===== config.mk =====
export PLATFORM = sky130hd
export DESIGN_NAME = axis_cnt_seq
export DESIGN_NICKNAME = d
export VERILOG_FILES = /design/src/rtl/axis_cnt_seq.sv
export SDC_FILE = /design/constraint.sdc
export NUM_CORES = 1
export LEC_CHECK = 0
export CORE_MARGIN = 1
export CORE_UTILIZATION = 49
export DETAILED_ROUTE_END_ITERATION = 6
export GPL_TIMING_DRIVEN = 0
export PLACE_DENSITY = 0.76
export RECOVER_POWER = 25
export SYNTH_ARGS = -nofsm -noshare
export SYNTH_HDL_FRONTEND = slang
export SYNTH_SLANG_ARGS = --single-unit

===== constraint.sdc =====
create_clock -name m_axis_aclk -period 4.9 [get_ports m_axis_aclk]
set_clock_uncertainty 0.2 [all_clocks]
set_input_delay 0.98 -clock m_axis_aclk [delete_from_list [all_inputs] [get_ports m_axis_aclk]]
set_output_delay 0.98 -clock m_axis_aclk [all_outputs]
set_load 0.02 [all_outputs]

===== src/rtl/axis_cnt_seq.sv =====
// Burst sequencer for an AXI-Stream counter source.
// Runs a configured number of bursts with optional idle gaps, abortable by stop_i.
module axis_cnt_seq #(
    parameter int TDATA_DW = 32,
    parameter int BURST_DW = 16,
    parameter int GAP_DW   = 16
) (
    input  logic                m_axis_aclk,
    input  logic                m_axis_aresetn,
    input  logic [TDATA_DW-1:0] max_value_i,
    input  logic [BURST_DW-1:0] burst_qty_i,
    input  logic [GAP_DW-1:0]   gap_i,
    input  logic                start_i,
    input  logic                stop_i,
    input  logic                mon_tvalid_i,
    input  logic                mon_tready_i,
    input  logic                mon_tlast_i,
    output logic [TDATA_DW-1:0] max_value_o,
    output logic                cnt_en_o,
    output logic                cnt_single_o,
    output logic                busy_o,
    output logic                done_o,
    output logic                stopped_o,
    output logic [BURST_DW-1:0] burst_cnt_o
);

    typedef enum logic [1:0] {
        S_IDLE,
        S_RUN,
        S_GAP,
        S_DONE
    } state_t;

    localparam logic [BURST_DW-1:0] B_ONE = 1;
    localparam logic [GAP_DW-1:0]   G_ONE = 1;

    state_t              state_q, state_d;
    logic [BURST_DW-1:0] qty_q, qty_d;
    logic [BURST_DW-1:0] bcnt_d;
    logic [GAP_DW-1:0]   gap_q, gap_d;
    logic [GAP_DW-1:0]   gcnt_q, gcnt_d;
    logic [TDATA_DW-1:0] max_d;
    logic                pend_q, pend_d;
    logic                stopped_d;
    logic                cnt_en_d, cnt_single_d;
    logic                busy_d, done_d;
    logic                eob;

    // Final burst: a non-zero quantity with qty-1 bursts already completed
    function automatic logic is_last(input logic [BURST_DW-1:0] q,
                                     input logic [BURST_DW-1:0] c);
        return (q != '0) && (c >= q - B_ONE);
    endfunction

    assign eob = mon_tvalid_i & mon_tready_i & mon_tlast_i;

    always_ff @(posedge m_axis_aclk or negedge m_axis_aresetn) begin
        if (!m_axis_aresetn) begin
            state_q      <= S_IDLE;
            qty_q        <= '0;
            gap_q        <= '0;
            gcnt_q       <= '0;
            pend_q       <= 1'b0;
            max_value_o  <= '0;
            burst_cnt_o  <= '0;
            stopped_o    <= 1'b0;
            cnt_en_o     <= 1'b0;
            cnt_single_o <= 1'b0;
            busy_o       <= 1'b0;
            done_o       <= 1'b0;
        end else begin
            state_q      <= state_d;
            qty_q        <= qty_d;
            gap_q        <= gap_d;
            gcnt_q       <= gcnt_d;
            pend_q       <= pend_d;
            max_value_o  <= max_d;
            burst_cnt_o  <= bcnt_d;
            stopped_o    <= stopped_d;
            cnt_en_o     <= cnt_en_d;
            cnt_single_o <= cnt_single_d;
            busy_o       <= busy_d;
            done_o       <= done_d;
        end
    end

    always_comb begin
        state_d   = state_q;
        qty_d     = qty_q;
        gap_d     = gap_q;
        gcnt_d    = gcnt_q;
        pend_d    = pend_q;
        max_d     = max_value_o;
        bcnt_d    = burst_cnt_o;
        stopped_d = stopped_o;
        unique case (state_q)
            S_IDLE: begin
                if (start_i) begin
                    state_d   = S_RUN;
                    max_d     = max_value_i;
                    qty_d     = burst_qty_i;
                    gap_d     = gap_i;
                    bcnt_d    = '0;
                    stopped_d = 1'b0;
                    pend_d    = 1'b0;
                end
            end
            S_RUN: begin
                if (stop_i) pend_d = 1'b1;
                if (eob) begin
                    bcnt_d = (burst_cnt_o == '1) ? burst_cnt_o
                                                 : burst_cnt_o + B_ONE;
                    gcnt_d = '0;
                    if (is_last(qty_q, burst_cnt_o) || pend_q || stop_i) begin
                        state_d   = S_DONE;
                        stopped_d = pend_q | stop_i;
                    end else if (gap_q != '0) begin
                        state_d = S_GAP;
                    end
                end
            end
            S_GAP: begin
                if (stop_i) begin
                    state_d   = S_DONE;
                    stopped_d = 1'b1;
                end else if (gcnt_q == gap_q - G_ONE) begin
                    state_d = S_RUN;
                end else begin
                    gcnt_d = gcnt_q + G_ONE;
                end
            end
            S_DONE: begin
                state_d = S_IDLE;
                pend_d  = 1'b0;
            end
            default: state_d = S_IDLE;
        endcase
    end

    // Controls are computed from next-state values so the outputs are flops
    always_comb begin
        cnt_single_d = (state_d == S_RUN);
        cnt_en_d     = cnt_single_d && (gap_d == '0) && !pend_d &&
                       !is_last(qty_d, bcnt_d);
        busy_d       = (state_d != S_IDLE);
        done_d       = (state_d == S_DONE);
    end

endmodule

[Word-level counts from Yosys, hierarchy flattened]
Index checks and enable logic that the tools add are counted.
Cells by class
  add/subtract/negate cells: 5
  magnitude comparators: 2
  eq/ne operators: 13
  muxes and demuxes: 27
  bitwise logic cells: 3
  reduce and logical (&&, ||, !) cells: 20
Operators by type and width (count)
  2-to-1 mux 16 bit: 10
  case mux 16 bit (2 select lines): 2
  nonzero test 16 bit: 3
  subtractor 16 x 1 -> 16 bit (second input constant): 3
  adder 16 x 1 -> 16 bit (second input constant): 2
  greater-or-equal comparator 16 bit: 2
  == test 16 bit: 1
  == test 16 bit (second input constant): 1
  zero test 16 bit: 1
  2-to-1 mux 2 bit: 6
  inequality test 2 bit (second input constant): 6
  case mux 2 bit (4 select lines): 1
  == test 2 bit (second input constant): 3
  2-to-1 mux 1 bit: 6
  case mux 1 bit (3 select lines): 2
  logical AND 1 bit: 5
  AND reduction 5 bit: 1
  == test 2 x 1 -> 1 bit (second input constant): 2
  AND reduction 4 bit: 1
  nonzero test 2 bit: 2
  nonzero test 3 bit: 1
  bitwise AND 1 bit: 2
  zero test 1 bit: 2
  zero test 2 bit: 1
  3 further kinds: 4
Storage, ports and cells
  flip-flop bits (word level): 104
  input bits: 71
  output and inout port bits: 53
  word-level logic and storage cells: 82

[Logic depth before layout (Yosys ltp)]
Gate-level depths: netlist (run 1).
  depth in word-level cells: 12
  gate-level depth with buffers: 21
  mapped depth without buffers: 17

[Worst setup path before layout (run 1)]
OpenSTA, ideal clock, no wires.
  path type: input -> register
  start: input start_i
  end: register cnt_en_o
  library setup time: 95 ps
  arrival time: 4268 ps
  data required time: 4605 ps
  slack: 336 ps
  stages: 19
  path buffers: 4
  cells stage by stage: and2_1 clkbuf_1 clkbuf_1 clkbuf_1 buf_1 nand2_1 a21boi_0 ha_1 nand2_1 nor3_1 and3_1 xnor2_1 ha_1 a21o_1 a21oi_1 o21ai_0 a21oi_1 a31oi_1 nor4b_2
Between the ends
  word-level cells in the longest chain between the ends: 7
  elaborated cells on any way between the ends: 21
  those cells by class: 1 x add/sub; 1 x order compare; 1 x eq/ne; 10 x mux; 8 x reduce/logical
Ends and longest elaborated chain
  from (decl): line 13  | input logic start_i,
  2-to-1 mux 16 bit: line 98  | if (start_i) begin
  2-to-1 mux 16 bit: line 96  | unique case (state_q)
  subtractor 16 x 1 -> 16 bit: line 52  | return (q != '0) && (c >= q - B_ONE);
  greater-or-equal comparator 16 bit: line 52
  logical AND 1 bit: line 52
  zero test 1 bit: line 144  | !is_last(qty_d, bcnt_d);
  logical AND 1 bit (*): line 143  | cnt_en_d = cnt_single_d && (gap_d == '0) && !pend_d &&
  net cnt_en_d: line 45  | logic cnt_en_d, cnt_single_d;
  to (signal assigned): line 80  | cnt_en_o <= cnt_en_d;
  to (decl): line 19  | output logic cnt_en_o,
Mark *: on every way through the listed nets, which the timed path passes. The rest lies on a longest branch.
A chain may end at the register's enable or synchronous reset.

[Worst setup path after layout (run 1)]
  start: input start_i
  end: register cnt_en_o
Between the ends
  elaborated cells on any way between the ends: 21
  those cells by class: 1 x add/sub; 1 x order compare; 1 x eq/ne; 10 x mux; 8 x reduce/logical
RTL lines
  2-to-1 mux 16 bit: line 98
  case mux 16 bit (2 select lines): line 96
  net bcnt_d[13]: line 39  | logic [BURST_DW-1:0] bcnt_d;
  greater-or-equal comparator 16 bit: line 52
  logical AND 1 bit: line 52
  zero test 1 bit: line 144
  logical AND 1 bit: line 143
  net cnt_en_d: line 45
The timed path passes the listed nets, and every way through them passes these cells.

==> results of run 1 <==
[report_power, final]
group	internal (mW)	leakage, nW	switching [mW]	total, mW
Sequential	1.17	1.30	0.308	1.48
Combinational	1.11	2.11	1.31	2.42
Clock	0.371	0.147	0.353	0.724
Total	2.65	3.56	1.97	4.62
[critical path, cell delays in order]
cell and delay (ns):
clkdlybuf4s50_1 0.47, nand2_1 0.31, clkbuf_2 0.37, o21ai_0 0.35, nand2_1 0.17, nor2_1 0.07
a211oi_1 0.56, ha_1 0.36, a21o_1 0.16, a21o_1 0.16, a21oi_1 0.13, o21ai_0 0.09
a21oi_1 0.15, a31oi_1 0.09, nor4b_2 0.30
[metrics by stage]
step	power [mW]	TNS [ns]	worst slack (ns)	cell area, um2	hold WS [ns]
after floorplan	3.02	0	0.336	6560	0.333
after global placement	3.76	-135.52	-1.61	8010	0.271
after detailed placement	3.86	-1.64	-1.64	8030	0.295
after CTS	4.61	0	0.0390	8350	0.312
after global routing	4.94	0	0.00816	8360	0.329
final	4.62	0	0.219	8360	0.310
[final timing paths]
check	start	endpoint	slack [ns]	depth (start not counted)
max	start_i	cnt_en_o	0.22	15
min	max_value_o[8]	max_value_o[8]	0.31	1
max reg2reg	qty_q[2]	cnt_en_o	0.32	15
min reg2reg	max_value_o[8]	max_value_o[8]	0.31	1
max in group asynchronous	m_axis_aresetn	gap_q[10]	0.92	2
min in group asynchronous	m_axis_aresetn	done_o	1.08	1
[cell usage in the layout (no fill, tap or decap), types with 23 or more instances in the layout]
master           instances
ha_1                    41
nor2_1                  33
xor2_1                  27
mux2_2                  49
o21ai_0                 40
clkdlybuf4s50_1        122
dfrtp_1                104
nand2_1                 56
a21oi_1                 35
inv_1                   30
xnor2_1                 23
[what timing repair did]
item | CTS | global route
setup endpoints to repair | 1 | 3
resized for setup | 13 | 10
setup buffers | 0 | 0
hold endpoints to repair | 0 | 0
pin swaps | 1 | 0
[layer usage]
layer | wire [um] | vias up | share of wire
li1 | - | 2710 | -
met1 | 6950 | 2798 | 0.40
met2 | 9130 | 168 | 0.52
met3 | 774 | 43 | 0.044
met4 | 552 | 0 | 0.032
met5 | 0 | - | 0
[registers in the layout, indices dropped and copies added, names as in the netlist]
signal and count:
max_value_o 32, burst_cnt_o 16, gap_q 16, gcnt_q 16, qty_q 16, state_q 2
busy_o 1, cnt_en_o 1, cnt_single_o 1, done_o 1, pend_q 1, stopped_o 1
[logic make-up (layout without fill, tap and decap cells)]
| group | count (synthesis) | in the layout |
|---|---|---|
| compound gates | 146 | 146 |
| xor+xnor | 50 | 50 |
| simple gates | 208 | 208 |
| buf+inv | 56 | 195 |
| flops | 104 | 104 |
| mux | 61 | 61 |
| fa+ha+maj | 42 | 42 |
[cell type report]
class                   count  area, um2
clock buffers              10        239
clock inverters             6       57.6
inverters                  30        113
plain buffers              25        121
well taps                 172        215
flip-flops and latches    104       2600
multi-input cells         507       3780
repair buffers            124       1230
fillers                  1066       4460
==> impl_results.md, run 1 <==
* Number of routed nets with antenna violations at 0
* Syn Nets at 780
* Multiplexer share of the synthesized area at 0.102
* Required time of the critical path at roughly 4.9 ns
* Failing checks: max-capacitance violations, max-slew violations
* GRT Overall Usage at 0.257
* Synth async-reset ratio at 1.00
* Hold-fix buffers, CTS at 0
* Fin util at 0.652
* Worst slew margin at -0.509
* Nets@finish at between 900 and 1,000
* First-pass GRT wire length at 28.6 mm
* WL/cell at 17.8 um
* Initial antenna violation count at 0
* Pre-antenna DRT Iters at 4
* Mapped Cells at approximately 670
* Mapped cell area at ~0.0066 mm2
* Area leader, netlist: dfrtp_1
* CTS sink cnt at about 100
* Dominant cell by count in the synthesized netlist: dfrtp_1
* Total grt overflow at 0
* Synth Area in Adders at 0.0801
* Final wirelength at ~17 mm
* Vias at between 5,000 and 6,000
* Root Buffer: clkbuf_16
* Final hold vios at 0
* Slew @ Worst Pin at between 2 and 2.5 ns
* I/O Buffers at ~120
* Pin count of the biggest net entering global routing at 64
* Kind of critical path: input port to register
* H-tree depth at 3
* Number of max-cap violations at 2
* RSZ-0062 raised after global routing: false
* I/O Pins at about 120
* Main combinational cell family by area after synthesis: simple AND/OR/NAND/NOR gates
* Placed cells at around 960
* Status: finished with violations
* Starting Density at 0.512
* Number of global-route vias before repair at 5,863
* Post-synth EDFFs at 0
* Slew Viols, Final at 107
* CTS tree: done
* Rows at a little over 40
* Post-route DRC at 0
* Clk buf depth at 2
* Synth Area per Inst at between 9 and 10 um2
* Worst-Skew Late Latency at 0.36 ns
* Inserted Clock Buffers at 9
* Top post-synthesis cells by area: dfrtp_1, mux2_2, ha_1
* Die height at approximately 120 um
* Yosys warns at 0
* Synthesis-to-layout area growth at 27.4%
* Worst hold path class: register to register
* GR Util met1 at 0.295
* Dpl hpwl at 13.6 mm
* Post-Synth Simple-Gate Area at 0.172
* Fmax at ~0.21 GHz
* Fin crit period at around 4.7 ns
* Placer Congestion at 0.849
* M3 GR Usage at 0.0581
* Reg clk slew, reported paths at approximately 0.08 ns
* Layout cell share with drive strength beyond 1 at 0.124
* Synth cell count leaders: dfrtp_1, nand2_1, mux2_2
* Maximum VDD drop at between 400 and 500 uV
* Synth unique cells at 69
* Core area at between 0.01 and 0.015 mm2
* Endpoint type of the worst setup path: register
* Finish-stage setup viols at 0
* Top cell type's share of synthesized area at 0.397
* Starting DRT DRC Count at 337
* Grt met2 use at 0.453
* Full die area at 0.0139 mm2
* Synth Flop Type: dfrtp_1
* Gr busiest metal: met2
* Power Dens Cells at about 550 mW/mm2
* Worst EP arrival at around 4.7 ns
* Register bit total from synthesis at between 100 and 150
* Post-Synth XOR/XNOR Area at 0.0667
* Die width at roughly 120 um
* Leakage at about 3.6 nW
* Complex-gate fraction of the synthesized area at 0.148
* Final cell count without fillers at around 980
* CP Launch Type: input port
* Worst-path fanout max at 10
* Register area share after synthesis at 0.397
* Period Utilization, post-route at 0.955
* DR vias/cell at just under 6
* Ant diodes at 0
Power figures use the tool's default switching activity.
==> run 2: changes to the inputs <==
GPL_TIMING_DRIVEN = not set   (was 0)
==> run 2 against run 1 <==
  * The run still ends with max-capacitance violations, max-slew violations left
  * Setup slack gained 0.11 ns
  * Core utilization shrank 0.27 points
  * Hold slack lost 0.023 ns
  * Sequential cell count did not move
  * Fmax is 2.5% higher
  * Power rose by 1.9%
  * Wire length is 0.79% higher
  * Sequential share of layout area increased by 0.13 points
  * Non-clock buffer count decreased by 12
  * Global-route usage is 0.076 points lower
  * Count of clock-buffer cells in the layout unchanged
  * Critical path type is now register to register
  * Largest power group unchanged
==> impl_results.md, run 2 (synthesis results as in run 1) <==
* Filler cells at roughly 1,100
* Setup Buffers After CTS at 0
* Placed cells at 950
* Max reg flops at 32
* GRT Overall Usage at 0.256
* Die width at 118 um
* CTS sink cnt at between 100 and 150
* DR vias/cell at slightly below 6
* Synthesis-to-layout area growth at 26.9%
* Rows at between 40 and 50
* Worst EP arrival at about 4.6 ns
* Hold-fix buffers, CTS at 0
* Status: finished with violations
* Leakage at approximately 3.6 nW
* Setup TNS at 0 ns
* CP Launch Type: register
* H-tree depth at 3
* Number of routed nets with antenna violations at 0
* Final cell count without fillers at 966
* Starting DRT DRC Count at approximately 370
* Starting Density at 0.512
* Worst-path fanout max at 7
* Number of max-cap violations at 1
* Largest Register: max_value_o
* Endpoint type of the worst setup path: register
* Hold Path Depth at 2
* Initial antenna violation count at 0
* WL/cell at approximately 18 um
* First-pass GRT wire length at 28.5 mm
* I/O Buffers at ~120
* Total grt overflow at 0
* Resized Gates After CTS at 0
* Power Dens Cells at 565 mW/mm2
* Core area at around 0.013 mm2
* Fin crit period at between 4 and 5 ns
* Failing checks: max-capacitance violations, max-slew violations
* Vias at between 5,000 and 6,000
* Worst hold margin at 0.287 ns
* Pre-antenna DRT Iters at 5
* Highest-count cells in the layout ignoring fill and taps: clkdlybuf4s50_1, dfrtp_1, nand2_1
* Pin count of the biggest net entering global routing at between 70 and 80
* Die height at roughly 120 um
* Finish-stage setup viols at 0
* Post-route DRC at 0
* Period Utilization, post-route at 0.932
* RSZ-0062 raised after global routing: false
* Slew @ Worst Pin at 1.89 ns
* Inserted Clock Buffers at 9
* Fmax at around 0.22 GHz
* Kind of critical path: register to register
* Final wirelength at approximately 18 mm
* Maximum VDD drop at 339 uV
* Clk buf depth at 2
* CTS tree: done
* Final hold vios at 0
* Layout cell share with drive strength beyond 1 at 0.121
* Required time of the critical path at 4.96 ns
* Worst-case reg-to-reg path depth at 14
* Reg clk slew, reported paths at around 0.080 ns
* Nets@finish at approximately 900
* Worst-Skew Late Latency at between 0.3 and 0.4 ns
* Worst hold path class: register to register
* Dpl hpwl at between 10 and 15 mm
* I/O Pins at roughly 120
* Most common cell after layout, fill and taps aside: clkdlybuf4s50_1
* Slew Viols, Final at 77
* Worst slew margin at -0.261
* Placer Congestion at 0.944
* Full die area at about 0.014 mm2
* Number of global-route vias before repair at roughly 5,800
* Ant diodes at 0
* Root Buffer: clkbuf_16
-- run 2: cell types whose count changed in the layout (fill, tap and decap cells not counted), moves of 2 or more --
cell,delta
clkinv_4,-3
clkbuf_1,-14
buf_2,-5
clkbuf_2,-2
a21boi_0,+2
buf_4,+11
bufinv_16,+2
-- run 2: metal layers --
layer / routed length [um] / GRT usage / vias to the layer above
li1: - / - / 2681
met1: 7020 / 0.290 / 2814
met2: 9050 / 0.463 / 201
met3: 881 / 0.0543 / 42
met4: 586 / 0.111 / 0
met5: 0 / 0 / -
-- run 2: cell type report --
class,count,area [um2],share of cell area
clock inverters,6,98.8,0.0119
multi-input cells,507,3740,0.449
inverters,30,113,0.0135
well taps,172,215,0.0258
flip-flops and latches,104,2600,0.313
repair buffers,137,1330,0.160
clock buffers,10,229,0.0275
-- run 2: worst max-delay path: stages (launching register included) --
cell      delay [ns]
dfrtp_1         0.48
nor4_2          0.43
and3_1          0.33
nand2_1         0.09
or4_1           0.42
xor2_1          0.16
ha_1            0.29
nand4_1         0.16
nor3_1          0.29
o211ai_1        0.21
a31oi_1         0.53
a311o_1         0.25
o31a_1          0.17
o22ai_2         0.15
nor4b_2         0.30
-- run 2: final timing paths --
kind	from	end	slack, ns
max	qty_q[2]	cnt_en_o	0.33
min	stopped_o	stopped_o	0.29
max reg2reg	qty_q[2]	cnt_en_o	0.33
min reg2reg	stopped_o	stopped_o	0.29
max in group asynchronous	m_axis_aresetn	max_value_o[17]	2.31
min in group asynchronous	m_axis_aresetn	done_o	0.93
-- run 2: power breakdown --
part | total, mW | switching [mW] | internal (mW)
clock | 0.808 | 0.351 | 0.458
combinational | 2.41 | 1.28 | 1.13
sequential | 1.49 | 0.322 | 1.17
-- run 2: through the flow --
| stage | instance area (um2) | worst slack (ns) | utilization | total power, mW |
|---|---|---|---|---|
| floorplan | 6560 | 0.336 | - | 3.02 |
| global placement | 8000 | 0.334 | 0.624 | 3.77 |
| detailed placement | 8000 | 0.0624 | 0.624 | 3.88 |
| CTS | 8330 | 0.405 | 0.649 | 4.71 |
| global route | 8330 | 0.108 | 0.649 | 4.99 |
| finish | 8330 | 0.334 | 0.649 | 4.71 |
